<file path="config.mk">
export PLATFORM = sky130hd
export DESIGN_NAME = motor_step_scheduler
export DESIGN_NICKNAME = d
export VERILOG_FILES = /design/src/rtl/motor_step_scheduler_pkg.sv /design/src/rtl/motor_step_scheduler_bcd3_to_bin.sv /design/src/rtl/motor_step_scheduler.sv
export SDC_FILE = /design/constraint.sdc
export NUM_CORES = 1
export LEC_CHECK = 0
export CAP_MARGIN = 20
export CORE_MARGIN = 2
export CORE_UTILIZATION = 50
export CTS_CLUSTER_SIZE = 20
export DETAILED_ROUTE_END_ITERATION = 10
export GPL_ROUTABILITY_DRIVEN = 0
export PLACE_DENSITY = 0.69
export SLEW_MARGIN = 20
export SYNTH_ARGS = -nofsm -noshare
export SYNTH_HDL_FRONTEND = slang
export SYNTH_SLANG_ARGS = --single-unit
</file>
<file path="constraint.sdc">
create_clock -name sysclk -period 4 [get_ports sysclk]
set_input_delay 0.4 -clock sysclk [delete_from_list [all_inputs] [get_ports sysclk]]
set_output_delay 0.4 -clock sysclk [all_outputs]
set_load 0.05 [all_outputs]
</file>
<file path="src/rtl/motor_step_scheduler_pkg.sv">
// rtl/motor_step_scheduler_pkg.sv - shared constants and state encoding for the step scheduler
package motor_step_scheduler_pkg;

  localparam int NUM_MOTORS_DEF = 6;
  localparam int POS_W_DEF      = 10;

  // Largest legal value of a single BCD digit
  localparam logic [3:0] BCD_DIGIT_MAX = 4'd9;

  typedef logic [2:0] state_t;

  localparam state_t ST_IDLE      = 3'd0;
  localparam state_t ST_LOAD      = 3'd1;
  localparam state_t ST_COMPARE   = 3'd2;
  localparam state_t ST_STEP_HIGH = 3'd3;
  localparam state_t ST_STEP_LOW  = 3'd4;
  localparam state_t ST_DONE      = 3'd5;

endpackage

</file>
<file path="src/rtl/motor_step_scheduler_bcd3_to_bin.sv">
// rtl/motor_step_scheduler_bcd3_to_bin.sv - three BCD digits to binary with a digit-valid flag
module bcd3_to_bin
  import motor_step_scheduler_pkg::*;
#(
  parameter int POS_W = POS_W_DEF
) (
  input  logic [3:0]       digit_h,
  input  logic [3:0]       digit_t,
  input  logic [3:0]       digit_o,
  output logic [POS_W-1:0] bin,
  output logic             digits_ok
);

  // Wide enough for the worst illegal input (15*100+15*10+15) so the sum never wraps
  logic [13:0] sum;

  // Weighted sum of the digits; value is only meaningful when digits_ok is set
  always_comb begin
    sum       = 14'(digit_h) * 14'd100 + 14'(digit_t) * 14'd10 + 14'(digit_o);
    bin       = sum[POS_W-1:0];
    digits_ok = (digit_h <= BCD_DIGIT_MAX) && (digit_t <= BCD_DIGIT_MAX) &&
                (digit_o <= BCD_DIGIT_MAX);
  end

endmodule

</file>
<file path="src/rtl/motor_step_scheduler.sv">
// rtl/motor_step_scheduler.sv - moves one of six steppers to a BCD target and tracks positions
module motor_step_scheduler
  import motor_step_scheduler_pkg::*;
#(
  parameter int NUM_MOTORS = NUM_MOTORS_DEF,
  parameter int POS_W      = POS_W_DEF,
  parameter int STEP_DIV   = 25000
) (
  input  logic                  sysclk,
  input  logic                  rst,
  input  logic                  INIT,
  input  logic                  cmd_valid,
  input  logic [NUM_MOTORS-1:0] Motor,
  input  logic [3:0]            TValue0,
  input  logic [3:0]            TValue1,
  input  logic [3:0]            TValue2,
  output logic [NUM_MOTORS-1:0] step,
  output logic                  dir,
  output logic                  busy,
  output logic                  done,
  output logic                  err,
  output logic [POS_W-1:0]      cur_pos
);

  localparam int IDX_W = (NUM_MOTORS > 1) ? $clog2(NUM_MOTORS) : 1;
  localparam int CNT_W = $clog2(STEP_DIV + 1);
  localparam logic [CNT_W-1:0] CNT_LAST = CNT_W'(STEP_DIV - 1);

  state_t                  state_q, state_d;
  logic [IDX_W-1:0]        idx_q, idx_d;
  logic [POS_W-1:0]        target_q, target_d;
  logic [CNT_W-1:0]        cnt_q, cnt_d;
  logic                    dir_q, dir_d;
  logic [POS_W-1:0]        cur_pos_q, cur_pos_d;
  logic [POS_W-1:0]        pos_q [NUM_MOTORS];
  logic [POS_W-1:0]        pos_d [NUM_MOTORS];
  logic [NUM_MOTORS-1:0]   step_q, step_d;
  logic                    busy_q, busy_d;
  logic                    done_q, done_d;
  logic                    err_q, err_d;

  logic [POS_W-1:0]        tgt_bin;
  logic                    digits_ok;
  logic                    motor_ok;
  logic [IDX_W-1:0]        sel_idx;
  logic [POS_W-1:0]        pos_sel;
  logic [POS_W-1:0]        pos_next;

  bcd3_to_bin #(.POS_W(POS_W)) u_bcd (
    .digit_h   (TValue0),
    .digit_t   (TValue1),
    .digit_o   (TValue2),
    .bin       (tgt_bin),
    .digits_ok (digits_ok)
  );

  // One-hot check and encode of the motor select
  always_comb begin
    motor_ok = (Motor != '0) && ((Motor & (Motor - NUM_MOTORS'(1))) == '0);
    sel_idx  = '0;
    for (int i = 0; i < NUM_MOTORS; i++) begin
      if (Motor[i]) sel_idx = IDX_W'(i);
    end
  end

  // Position of the active motor and its neighbour one step toward the target
  always_comb begin
    pos_sel  = pos_q[idx_q];
    pos_next = dir_q ? (pos_sel + POS_W'(1)) : (pos_sel - POS_W'(1));
  end

  // Move sequencer: command accept, compare, pulse timing and position bookkeeping
  always_comb begin
    state_d   = state_q;
    idx_d     = idx_q;
    target_d  = target_q;
    cnt_d     = cnt_q;
    dir_d     = dir_q;
    cur_pos_d = cur_pos_q;
    pos_d     = pos_q;
    err_d     = 1'b0;
    case (state_q)
      ST_IDLE: begin
        if (cmd_valid) begin
          if (motor_ok && digits_ok) begin
            idx_d    = sel_idx;
            target_d = tgt_bin;
            state_d  = ST_LOAD;
          end else begin
            err_d = 1'b1;
          end
        end
      end
      ST_LOAD: begin
        cur_pos_d = pos_sel;
        state_d   = ST_COMPARE;
      end
      ST_COMPARE: begin
        if (target_q == pos_sel) begin
          state_d = ST_DONE;
        end else begin
          dir_d   = (target_q > pos_sel);
          cnt_d   = '0;
          state_d = ST_STEP_HIGH;
        end
      end
      ST_STEP_HIGH: begin
        if (cnt_q == CNT_LAST) begin
          cnt_d   = '0;
          state_d = ST_STEP_LOW;
        end else begin
          cnt_d = cnt_q + CNT_W'(1);
        end
      end
      ST_STEP_LOW: begin
        if (cnt_q == CNT_LAST) begin
          pos_d[idx_q] = pos_next;
          cur_pos_d    = pos_next;
          cnt_d        = '0;
          state_d      = ST_COMPARE;
        end else begin
          cnt_d = cnt_q + CNT_W'(1);
        end
      end
      ST_DONE: state_d = ST_IDLE;
      default: state_d = ST_IDLE;
    endcase
    if (INIT) begin
      state_d   = ST_IDLE;
      idx_d     = '0;
      target_d  = '0;
      cnt_d     = '0;
      dir_d     = 1'b0;
      cur_pos_d = '0;
      err_d     = 1'b0;
      for (int i = 0; i < NUM_MOTORS; i++) pos_d[i] = '0;
    end
  end

  // Registered status outputs, one cycle behind the state that produces them
  always_comb begin
    step_d = '0;
    if (state_q == ST_STEP_HIGH) step_d[idx_q] = 1'b1;
    busy_d = (state_q == ST_LOAD) || (state_q == ST_COMPARE) ||
             (state_q == ST_STEP_HIGH) || (state_q == ST_STEP_LOW);
    done_d = (state_q == ST_DONE);
    if (INIT) begin
      step_d = '0;
      busy_d = 1'b0;
      done_d = 1'b0;
    end
  end

  // State and output registers
  always_ff @(posedge sysclk or negedge rst) begin
    if (!rst) begin
      state_q   <= ST_IDLE;
      idx_q     <= '0;
      target_q  <= '0;
      cnt_q     <= '0;
      dir_q     <= 1'b0;
      cur_pos_q <= '0;
      step_q    <= '0;
      busy_q    <= 1'b0;
      done_q    <= 1'b0;
      err_q     <= 1'b0;
      for (int i = 0; i < NUM_MOTORS; i++) pos_q[i] <= '0;
    end else begin
      state_q   <= state_d;
      idx_q     <= idx_d;
      target_q  <= target_d;
      cnt_q     <= cnt_d;
      dir_q     <= dir_d;
      cur_pos_q <= cur_pos_d;
      step_q    <= step_d;
      busy_q    <= busy_d;
      done_q    <= done_d;
      err_q     <= err_d;
      for (int i = 0; i < NUM_MOTORS; i++) pos_q[i] <= pos_d[i];
    end
  end

  assign step    = step_q;
  assign dir     = dir_q;
  assign busy    = busy_q;
  assign done    = done_q;
  assign err     = err_q;
  assign cur_pos = cur_pos_q;

endmodule
</file>
==> results of run 1 <==
worst paths after layout:
check                                            start                endpoint
worst max-delay path              idx_q[0]$_DFFE_PN0P_   pos_q[59]$_DFFE_PN0P_
worst min register to register  cur_pos[6]$_DFFE_PN0P_  cur_pos[6]$_DFFE_PN0P_
min in group sysclk                               INIT    pos_q[0]$_DFFE_PN0P_
max in group asynchronous                          rst    idx_q[0]$_DFFE_PN0P_
worst max register to register    idx_q[0]$_DFFE_PN0P_   pos_q[59]$_DFFE_PN0P_
worst min-delay path                               rst  cur_pos[9]$_DFFE_PN0P_
routing by layer:
| layer | wire length, µm | global-route usage [%] | vias to the layer above |
|---|---|---|---|
| met5 | 0 | 0 | - |
| li1 | - | - | 2570 |
| met2 | 7970 | 40.0 | 189 |
| met4 | 521 | 10.2 | 0 |
| met1 | 7030 | 31.9 | 2633 |
| met3 | 1050 | 5.56 | 45 |
stage by stage:
step / power [mW] / util, % / setup WS, ns / hold slack, ns
2_1_floorplan: 1.32 / - / 0.656 / 0.104
3_3_place_gp: 1.40 / 55.5 / 0.451 / 0.459
3_5_place_dp: 1.41 / 55.5 / 0.298 / 0.471
4_1_cts: 2.26 / 57.7 / 0.277 / 0.144
5_1_grt: 2.34 / 57.7 / 0.104 / 0.188
6_report: 2.24 / 57.7 / 0.363 / 0.127
cell families after synthesis:
group	count (synthesis)
XOR/XNOR	27
buffers and inverters	54
AND/OR/NAND/NOR	264
multiplexers	27
flip-flops	111
AO/OA/AOI/OAI	165
adder cells (fa/ha/maj)	53
final cells by class:
type / instances / area [µm²] / area share [%]
Multi-Input combinational cell: 536 / 3640 / 48.1
Timing Repair Buffer: 60 / 546 / 7.22
Clock buffer: 11 / 243 / 3.21
Clock inverter: 5 / 33.8 / 0.447
Sequential cell: 111 / 2780 / 36.8
Inverter: 25 / 93.8 / 1.24
Tap cell: 176 / 220 / 2.92
repair_timing:
| item | 4_1_cts | 5_1_grt |
|---|---|---|
| hold endpoints to repair | 0 | 0 |
| setup endpoints to repair | 0 | 4 |
| resized for setup | 0 | 1 |
| setup buffers | 0 | 0 |
state kept, by name (all words and copies together), names as in the netlist:
name / count
done: 1
state_q: 3
pos_q: 60
step: 6
cnt_q: 15
busy: 1
target_q: 10
idx_q: 3
dir: 1
cur_pos: 10
err: 1
where the power goes:
| part | total (mW) | switching (mW) | internal [mW] |
|---|---|---|---|
| logic | 0.263 | 0.152 | 0.111 |
| registers | 1.13 | 0.00291 | 1.12 |
| clock network | 0.847 | 0.408 | 0.439 |
worst reg2reg max path: stages, from the launching register on:
cell and delay (ns):
sky130_fd_sc_hd__dfrtp_4 0.65, sky130_fd_sc_hd__buf_4 0.35, sky130_fd_sc_hd__mux2i_1 0.24, sky130_fd_sc_hd__a22oi_1 0.10
sky130_fd_sc_hd__nand2_1 0.18, sky130_fd_sc_hd__inv_1 0.07, sky130_fd_sc_hd__ha_1 0.37, sky130_fd_sc_hd__nand3_1 0.10
sky130_fd_sc_hd__a21boi_0 0.32, sky130_fd_sc_hd__nor3_1 0.12, sky130_fd_sc_hd__a31o_2 0.27, sky130_fd_sc_hd__nor2_1 0.15
sky130_fd_sc_hd__xor2_1 0.40, sky130_fd_sc_hd__a211oi_1 0.16
synthesized netlist by cell type, types with 3 or more instances:
master / number
sky130_fd_sc_hd__clkbuf_1: 18
sky130_fd_sc_hd__nand4_1: 3
sky130_fd_sc_hd__o21a_1: 6
sky130_fd_sc_hd__mux2i_1: 17
sky130_fd_sc_hd__inv_1: 25
sky130_fd_sc_hd__o31ai_1: 9
sky130_fd_sc_hd__a21o_1: 7
sky130_fd_sc_hd__a211oi_1: 11
sky130_fd_sc_hd__nor4_1: 5
sky130_fd_sc_hd__mux4_2: 8
sky130_fd_sc_hd__fa_1: 6
sky130_fd_sc_hd__buf_1: 3
sky130_fd_sc_hd__a21oi_1: 58
sky130_fd_sc_hd__a31oi_1: 4
sky130_fd_sc_hd__and3_1: 4
sky130_fd_sc_hd__xnor2_1: 14
sky130_fd_sc_hd__dfrtp_1: 111
sky130_fd_sc_hd__ha_1: 46
sky130_fd_sc_hd__nand2_1: 109
sky130_fd_sc_hd__xor2_1: 13
sky130_fd_sc_hd__buf_2: 7
sky130_fd_sc_hd__a32o_1: 3
sky130_fd_sc_hd__o21ai_0: 31
sky130_fd_sc_hd__nand3_1: 24
sky130_fd_sc_hd__a31o_2: 5
sky130_fd_sc_hd__a22o_1: 14
sky130_fd_sc_hd__nor2b_1: 5
sky130_fd_sc_hd__nor3_4: 3
sky130_fd_sc_hd__nand2b_1: 3
sky130_fd_sc_hd__nor3_1: 16
sky130_fd_sc_hd__nor2_1: 73
==> metrics.md, run 1 <==
| Metric | Value |
|---|---|
| Iteration-0 DRC count of the detailed router | `402` |
| Number of buffer and inverter stages on the critical path | `2` |
| Min Tclk post-route | `3.64 ns` |
| Unrepaired setup endpoints after global routing | `false` |
| Final setup violation count | `0` |
| Count of input and output buffers | `41` |
| Post-synthesis area per instance | `9.45 µm²` |
| Wirelength, routed | `16,600 µm` |
| Insertion delay of the later-clocked pin in the worst-skew pair | `0.36 ns` |
| Library cells used by synthesis | `63` |
| Placed instance count | `908` |
| Clk_skew | `0.00971 ns` |
| Reg clk slew, reported paths | `0.07 ns` |
| Crit path cell chain | `buf_4 > mux2i_1 > a22oi_1 > nand2_1 > inv_1 > ha_1 > nand3_1 > a21boi_0 > nor3_1 > a31o_2 > nor2_1 > xor2_1 > a211oi_1` |
| Vias after detailed routing | `5,437` |
| FP Rows | `42` |
| Antenna cells | `0` |
| Arrival time worst endpoint | `3.83 ns` |
| Power per cell area | `296 mW/mm²` |
| Antenna violations before repair | `0` |
| Number of enable-type register cells in the synthesized netlist | `0` |
| Initial Util | `50.6%` |
| Worst-case clock buffer depth | `2` |
| Synthesis-stage register bit count | `111` |
| Kind of cell adding the most delay to the critical path | `compound AO/OA/AOI/OAI gates` |
| Accumulated negative setup slack | `0 ns` |
| Share of the cycle needed by the critical path after routing | `90.9%` |
| Highest fanout seen on the critical path | `20` |
| Post-synthesis share of cell area spent on xor and xnor gates | `3.57%` |
| GRT Resource Usage Total | `24.6%` |
| Number of I/O pins | `42` |
| Slew Limit Headroom | `30.6%` |
| Final Non-Filler Cells | `924` |
| Number of warning messages in the yosys log | `0` |
| Post-route standard cell area excluding fillers | `0.00755 mm²` |
| Number of nets still failing antenna checks after routing | `0` |
| Drt wl/cell | `17.9 µm` |
| Slew of the pin with the lowest slew margin | `1.03 ns` |
| Synthesized net count | `775` |
| Final layout net count | `817` |
| Maximum number of pins on one net before global-route repair | `63` |
| Overflow after GRT | `0` |
| P&R area growth vs syn | `14.1%` |
| Number of global-route vias before repair | `5,464` |
| Total number of H-tree levels | `3` |
| Wire length of the first global-routing pass | `27,500 µm` |
| Commonest register cell after synthesis | `sky130_fd_sc_hd__dfrtp_1` |
| Avg Vias per Cell | `5.88` |
| Die extent in x | `119 µm` |
| Outcome | `finished clean` |
| Synth Area in Simple Gates | `18.9%` |
| Crit path max-delay cell type | `sky130_fd_sc_hd__dfrtp_4` |
| Area of the mapped netlist | `0.00662 mm²` |
| Most frequent cells in the layout | `sky130_fd_sc_hd__dfrtp_1 (110), sky130_fd_sc_hd__nand2_1 (109), sky130_fd_sc_hd__nor2_1 (73)` |
| Root buffer cell | `sky130_fd_sc_hd__clkbuf_16` |
| WP depth | `13` |
| TritonCTS clock tree | `yes` |
| Worst vdd ir | `185 µV` |
| Share of flip-flops with an asynchronous set or reset | `100%` |
| Category of the worst setup path capture point | `flop` |
| CP startpoint kind | `flop` |
| Achievable frequency | `0.275 GHz` |
| Share of final-layout standard cells stronger than drive strength 1 | `9.09%` |
| Fraction of post-synthesis cell area in the top cell type by area | `41.9%` |
| Fin. Hold Viols | `0` |
| Slowest stage delay, CP | `0.65 ns` |
| Adder-Cell Fraction of Synth Area | `10.7%` |
| Placeable core area | `0.0131 mm²` |
| Most common cell after layout, fill and taps aside | `sky130_fd_sc_hd__dfrtp_1` |
| Static Leak | `3.32 nW` |
| Dominant cell type by area after synthesis | `sky130_fd_sc_hd__dfrtp_1` |
| Sequential area share after synthesis | `41.9%` |
| Data required time of the worst path | `4.19 ns` |
| Cell count after synthesis | `701` |
| Fill cell instance count of the final layout | `1,141` |
| Fraction of synthesized area in multiplexers | `5.63%` |
| Number of buffers created by CTS | `9` |
| Type of the setup path with the least slack | `reg -> reg` |
| Share of the synthesized area in compound gates (AO/OA/AOI/OAI) | `16.1%` |
| HPWL Detailed | `12,100 µm` |
| Main area contributors after synthesis | `sky130_fd_sc_hd__dfrtp_1 (42%), sky130_fd_sc_hd__ha_1 (8.7%), sky130_fd_sc_hd__nand2_1 (6.2%), sky130_fd_sc_hd__a21oi_1 (4.4%), sky130_fd_sc_hd__nor2_1 (4.1%)` |
| Number of max-cap violations | `0` |
| Residual DRC | `0` |
| Final Max Tran Viols | `0` |
| Class of the most critical hold timing path | `in -> async` |
| Number of clock sinks seen by CTS | `111` |
| First-pass DRT Iterations | `5` |
| Hold-fix buffer count after cts | `0` |
| Main combinational cell family by area after synthesis | `simple AND/OR/NAND/NOR gates` |
| Reg-to-reg slack, setup | `0.36 ns` |
| Cells on worst reg2reg path | `13` |
| Die Y | `119 µm` |
| DIE AREA | `0.0142 mm²` |
| Area after detailed placement | `0.00727 mm²` |
(Power assumes the default switching activity.)
==> run 2: changes to the inputs <==
--- a/config.mk
+++ b/config.mk
@@ -8,9 +8,8 @@
 export CAP_MARGIN = 20
 export CORE_MARGIN = 2
 export CORE_UTILIZATION = 50
-export CTS_CLUSTER_SIZE = 20
+export CTS_CLUSTER_SIZE = 40
 export DETAILED_ROUTE_END_ITERATION = 10
-export GPL_ROUTABILITY_DRIVEN = 0
 export PLACE_DENSITY = 0.69
 export SLEW_MARGIN = 20
 export SYNTH_ARGS = -nofsm -noshare
==> run 2 against run 1 <==
Flip-flop and latch count did not move; clock skew fell by 0.0031 ns; largest power group unchanged; die area did not move; critical path depth fell by 2.
==> metrics.md, run 2 (same netlist as run 1, synthesis figures left out) <==
| Metric | Value |
|---|---|
| Wire length of the first global-routing pass | `27,300 µm` |
| Die extent in x | `119 µm` |
| Residual DRC | `0` |
| Achievable frequency | `0.277 GHz` |
| Final worst setup slack | `0.388 ns` |
| Startpoint of the lowest-slack register-to-register path | `idx_q[0]$_DFFE_PN0P_` |
| Routability congestion estimate | `0.877` |
| DIE AREA | `0.0142 mm²` |
| TritonCTS clock tree | `yes` |
| Type of the setup path with the least slack | `reg -> reg` |
| Initial Util | `50.6%` |
| Insertion delay of the later-clocked pin in the worst-skew pair | `0.36 ns` |
| Largest registers | `pos_q (60), cnt_q (15)` |
| Accumulated negative setup slack | `0 ns` |
| Outcome | `finished clean` |
| Static Leak | `3.32 nW` |
| Number of I/O pins | `42` |
| GRT Resource Usage Total | `24.5%` |
| Antenna cells | `0` |
| Count of input and output buffers | `41` |
| P&R area growth vs syn | `13.8%` |
| Root buffer cell | `sky130_fd_sc_hd__clkbuf_16` |
| Tot Pwr | `2.24 mW` |
| Die Y | `119 µm` |
| Slew of the pin with the lowest slew margin | `1.07 ns` |
| Worst vdd ir | `240 µV` |
| Most common cell after layout, fill and taps aside | `sky130_fd_sc_hd__dfrtp_1` |
| Clk_skew | `0.00663 ns` |
| Flip-flop count of the largest register, all copies and words added | `60` |
| Highest fanout seen on the critical path | `22` |
| Number of global-route vias before repair | `5,400` |
| Class of the most critical hold timing path | `in -> async` |
| Slew Limit Headroom | `28.2%` |
| Avg Vias per Cell | `5.82` |
| Iteration-0 DRC count of the detailed router | `466` |
| Register with the highest flop count | `pos_q` |
| Hold-fix buffer count after cts | `0` |
| Share of the cycle needed by the critical path after routing | `90.3%` |
| Overflow after GRT | `0` |
| Antenna violations before repair | `0` |
| CP startpoint kind | `flop` |
| Fin. Hold Viols | `0` |
| Worst-case clock buffer depth | `2` |
| Wirelength, routed | `16,400 µm` |
| Place WS | `0.234 ns` |
| Number of clock sinks seen by CTS | `111` |
| Maximum number of pins on one net before global-route repair | `78` |
| Fill cell instance count of the final layout | `1,125` |
| Area taken by flip-flops and latches | `0.00278 mm²` |
| Reg-to-reg slack, setup | `0.39 ns` |
| Unrepaired setup endpoints after global routing | `false` |
| Number of max-cap violations | `0` |
| Worst Setup SP | `idx_q[0]$_DFFE_PN0P_` |
| Number of nets still failing antenna checks after routing | `0` |
| Area of the multi-input gates | `0.00363 mm²` |
| Data required time of the worst path | `4.20 ns` |
| Total number of H-tree levels | `3` |
| HPWL Detailed | `11,800 µm` |
| Reg clk slew, reported paths | `0.07 ns` |
| Power per cell area | `298 mW/mm²` |
| FP Rows | `42` |
| Number of buffers added for setup after CTS | `0` |
| Min Tclk post-route | `3.61 ns` |
| First-pass DRT Iterations | `4` |
| Most frequent cells in the layout | `sky130_fd_sc_hd__dfrtp_1 (110), sky130_fd_sc_hd__nand2_1 (109), sky130_fd_sc_hd__nor2_1 (73)` |
| Vias after detailed routing | `5,363` |
| Final setup violation count | `0` |
| Category of the worst setup path capture point | `flop` |
| Final Max Tran Viols | `0` |
| Drt wl/cell | `17.7 µm` |
| Number of buffers created by CTS | `9` |
| Placeable core area | `0.0131 mm²` |
| Share of final-layout standard cells stronger than drive strength 1 | `8.58%` |
| Arrival time worst endpoint | `3.81 ns` |
| Final layout net count | `815` |
==> run 2: cell types whose count changed in the layout (fill, tap and decap cells not counted), sizes merged <==
cell,previous run,this run
clkbuf,11,12
clkinvlp,2,0
clkinv,3,4
buf,21,19
==> run 2: worst paths after layout <==
| kind | end | cells past startpoint |
|---|---|---|
| worst max-delay path | pos_q[59]$_DFFE_PN0P_ | 11 |
| worst max register to register | pos_q[59]$_DFFE_PN0P_ | 11 |
| worst min-delay path | step[4]$_DFF_PN0_ | 1 |
| max in group asynchronous | idx_q[0]$_DFFE_PN0P_ | 2 |
| worst min register to register | cnt_q[14]$_DFFE_PN0P_ | 1 |
| min in group sysclk | cnt_q[14]$_DFFE_PN0P_ | 1 |
==> run 2: metal layers <==
metal	global-route usage (%)	vias to the layer above	wire, µm
met1	32.5	2635	7320
met5	0	-	0
met3	4.55	24	765
li1	-	2571	-
met4	8.48	0	334
met2	40.6	133	7940
==> run 2: where the power goes <==
part,switching [mW],total (mW),internal (mW)
logic,0.151,0.260,0.110
registers,0.00298,1.13,1.12
clock network,0.413,0.856,0.443
total,0.566,2.24,1.68
==> run 2: worst max-delay path, stage by stage, from the launching register on <==
cell and delay, ns:
sky130_fd_sc_hd__dfrtp_4 0.67, sky130_fd_sc_hd__buf_4 0.27, sky130_fd_sc_hd__mux4_2 0.52, sky130_fd_sc_hd__nand2_1 0.08
sky130_fd_sc_hd__o21ai_0 0.15, sky130_fd_sc_hd__ha_1 0.38, sky130_fd_sc_hd__a21boi_0 0.33, sky130_fd_sc_hd__nor3_1 0.11
sky130_fd_sc_hd__a31o_2 0.27, sky130_fd_sc_hd__nor2_1 0.13, sky130_fd_sc_hd__xor2_1 0.40, sky130_fd_sc_hd__a211oi_1 0.15
==> run 2: repair_timing <==
item,4_1_cts,5_1_grt
gates resized for setup,0,1
endpoints found under the setup margin,0,6
endpoints found under the hold margin,0,0
==> run 2: final cells by class <==
| type | count | area share, % |
|---|---|---|
| clock buffer | 12 | 3.27 |
| tap | 176 | 2.92 |
| clock inverter | 4 | 0.415 |
| multi-input combinational | 536 | 48.2 |
| sequential | 111 | 36.9 |
| inverter | 25 | 1.25 |
| timing repair buffer | 58 | 7.04 |
==> run 2: stage by stage <==
stage / hold slack [ns] / std cells / util (%) / instance area (µm²)
finish: 0.193 / 922 / 57.6 / 7530
global route: 0.274 / 922 / 57.6 / 7530
CTS: 0.234 / 922 / 57.6 / 7530
detailed placement: 0.463 / 906 / 55.4 / 7250
global placement: 0.456 / 906 / 55.4 / 7250
floorplan: 0.104 / 701 / - / 6620
==> run 3: changes to the inputs <==
--- a/config.mk
+++ b/config.mk
@@ -5,12 +5,15 @@
 export SDC_FILE = /design/constraint.sdc
 export NUM_CORES = 1
 export LEC_CHECK = 0
+export ABC_CLOCK_PERIOD_IN_PS = 4000
 export CAP_MARGIN = 20
 export CORE_MARGIN = 2
 export CORE_UTILIZATION = 50
 export CTS_CLUSTER_SIZE = 40
 export DETAILED_ROUTE_END_ITERATION = 10
+export GPL_TIMING_DRIVEN = 0
 export PLACE_DENSITY = 0.69
+export SETUP_SLACK_MARGIN = 0.3
 export SLEW_MARGIN = 20
 export SYNTH_ARGS = -nofsm -noshare
 export SYNTH_HDL_FRONTEND = slang
==> run 3 against run 2 <==
Fmax is 1.9% higher; total power is 3.8% higher; clock power up 8.3%; cell area increased by 2.3%; via count increased by 3.0%.
==> metrics.md, run 3 (same netlist as run 1, synthesis figures left out) <==
| Metric | Value |
|---|---|
| Outcome | `finished clean` |
| Number of I/O pins | `42` |
| Power per cell area | `302 mW/mm²` |
| Flip-flop count of the largest register, all copies and words added | `60` |
| Crit path max-delay cell type | `sky130_fd_sc_hd__mux4_2` |
| Count of input and output buffers | `40` |
| Category of the worst setup path capture point | `flop` |
| Accumulated negative setup slack | `0 ns` |
| Place WS | `-0.621 ns` |
| Maximum number of pins on one net before global-route repair | `77` |
| P&R area growth vs syn | `16.4%` |
| Final Non-Filler Cells | `937` |
| Achievable frequency | `0.282 GHz` |
| FP Rows | `42` |
| Crit path cell chain | `clkbuf_2 > buf_8 > mux4_2 > a21oi_2 > inv_1 > fa_1 > a21o_1 > a21oi_2 > o21bai_1 > a21oi_1 > xnor2_2 > a21oi_1 > o31ai_1` |
| Iteration-0 DRC count of the detailed router | `488` |
| Most common cell after layout, fill and taps aside | `sky130_fd_sc_hd__dfrtp_1` |
| Number of max-cap violations | `0` |
| Avg Vias per Cell | `5.90` |
| Overflow after GRT | `0` |
| Wirelength, routed | `17,200 µm` |
| Reg clk slew, reported paths | `0.07 ns` |
| Number of global-route vias before repair | `5,389` |
| Wire length of the first global-routing pass | `27,800 µm` |
| Post-route standard cell area excluding fillers | `0.00771 mm²` |
| Slew of the pin with the lowest slew margin | `1.01 ns` |
| Share of final-layout standard cells stronger than drive strength 1 | `10.2%` |
| DIE AREA | `0.0142 mm²` |
| Type of the setup path with the least slack | `reg -> reg` |
| Worst vdd ir | `211 µV` |
| Clk_skew | `0.00932 ns` |
| Class of the most critical hold timing path | `reg -> reg` |
| GRT Resource Usage Total | `25.2%` |
| Static Leak | `3.38 nW` |
| Register with the highest flop count | `pos_q` |
| Unrepaired setup endpoints after global routing | `true` |
| Largest registers | `pos_q (60), cnt_q (15)` |
| Most frequent cells in the layout | `sky130_fd_sc_hd__dfrtp_1 (111), sky130_fd_sc_hd__nand2_1 (106), sky130_fd_sc_hd__nor2_1 (72)` |
| Tot Pwr | `2.33 mW` |
| Share of the cycle needed by the critical path after routing | `88.7%` |
| Data required time of the worst path | `4.26 ns` |
| Number of nets still failing antenna checks after routing | `0` |
| CP startpoint kind | `flop` |
| Die Y | `119 µm` |
| Vias after detailed routing | `5,525` |
| Antenna violations before repair | `0` |
| Final Core Density | `58.9%` |
| Number of clock sinks seen by CTS | `111` |
| First-pass DRT Iterations | `6` |
| Slew Limit Headroom | `32.1%` |
| Worst hold slack | `0.483 ns` |
| Antenna cells | `0` |
| Drt wl/cell | `18.4 µm` |
| Number of buffers created by CTS | `9` |
| Final setup violation count | `0` |
| HPWL Detailed | `12,600 µm` |
| Slowest stage delay, CP | `0.54 ns` |
| Routability congestion estimate | `0.850` |
| TritonCTS clock tree | `yes` |
| Final layout net count | `830` |
| Residual DRC | `0` |
| Die extent in x | `119 µm` |
| Highest fanout seen on the critical path | `10` |
| Insertion delay of the later-clocked pin in the worst-skew pair | `0.36 ns` |
| Min Tclk post-route | `3.55 ns` |
| Placeable core area | `0.0131 mm²` |
| Total number of H-tree levels | `3` |
| Final Max Tran Viols | `0` |
| Placed instance count | `918` |
| Initial Util | `50.6%` |
| Fin. Hold Viols | `0` |
| Worst-case clock buffer depth | `2` |
| Arrival time worst endpoint | `3.81 ns` |
| Root buffer cell | `sky130_fd_sc_hd__clkbuf_16` |
| Final worst setup slack | `0.454 ns` |
| Area after detailed placement | `0.00727 mm²` |
[run 3: cell types whose count changed in the layout (fill, tap and decap cells not counted), moves of 4 or more]
cell                       change
sky130_fd_sc_hd__a21oi_1       -5
sky130_fd_sc_hd__buf_2         +4
sky130_fd_sc_hd__buf_4        -15
sky130_fd_sc_hd__clkbuf_1     +12
[run 3: cell type report]
type                            count  area, µm²
Sequential cell                   111       2780
Buffer                             29        149
Timing Repair Buffer               44        454
Tap cell                          176        220
Fill cell                        1127       5380
Multi-Input combinational cell    536       3710
Clock buffer                        9        225
Clock inverter                      7       78.8
Inverter                           25       93.8
[run 3: layer usage]
| layer | vias up | GRT usage (%) | wire, µm |
|---|---|---|---|
| met4 | 0 | 7.89 | 407 |
| li1 | 2606 | - | - |
| met5 | - | 0 | 0 |
| met3 | 36 | 5.12 | 1020 |
| met1 | 2670 | 32.3 | 7280 |
| met2 | 213 | 43.1 | 8490 |
[run 3: worst paths after layout]
| check | start | to | slack, ns | cells past startpoint |
|---|---|---|---|---|
| worst min register to register | cur_pos[6]$_DFFE_PN0P_ | cur_pos[6]$_DFFE_PN0P_ | 0.48 | 2 |
| min in group asynchronous | rst | cur_pos[4]$_DFFE_PN0P_ | 0.50 | 2 |
| worst min-delay path | cur_pos[6]$_DFFE_PN0P_ | cur_pos[6]$_DFFE_PN0P_ | 0.48 | 2 |
| max in group asynchronous | rst | err$_DFF_PN0_ | 2.81 | 3 |
| worst max-delay path | idx_q[0]$_DFFE_PN0P_ | cur_pos[6]$_DFFE_PN0P_ | 0.45 | 13 |
| worst max register to register | idx_q[0]$_DFFE_PN0P_ | cur_pos[6]$_DFFE_PN0P_ | 0.45 | 13 |
[run 3: power by group]
group / switching, mW / total [mW] / internal (mW)
Sequential: 0.00122 / 1.12 / 1.12
Clock: 0.434 / 0.927 / 0.493
Combinational: 0.160 / 0.276 / 0.116
Total: 0.595 / 2.33 / 1.73
[run 3: what timing repair did]
action,in CTS,in global routing
buffers inserted,1,1
pin swaps,0,1
cloned,0,0
endpoints found under the setup margin,68,37
gates resized for setup,19,19
hold endpoints to repair,35,0
hold buffers,1,0
[run 3: critical path: cells and delay by family, from the launching register on]
family | cells | cell delay [ns]
AOI/OAI and AO/OA | 7 | 1.35
buffers and inverters | 3 | 0.54
muxes | 1 | 0.54
adders and majority gates | 1 | 0.42
DFF | 1 | 0.33
xor gates and xnor gates | 1 | 0.24
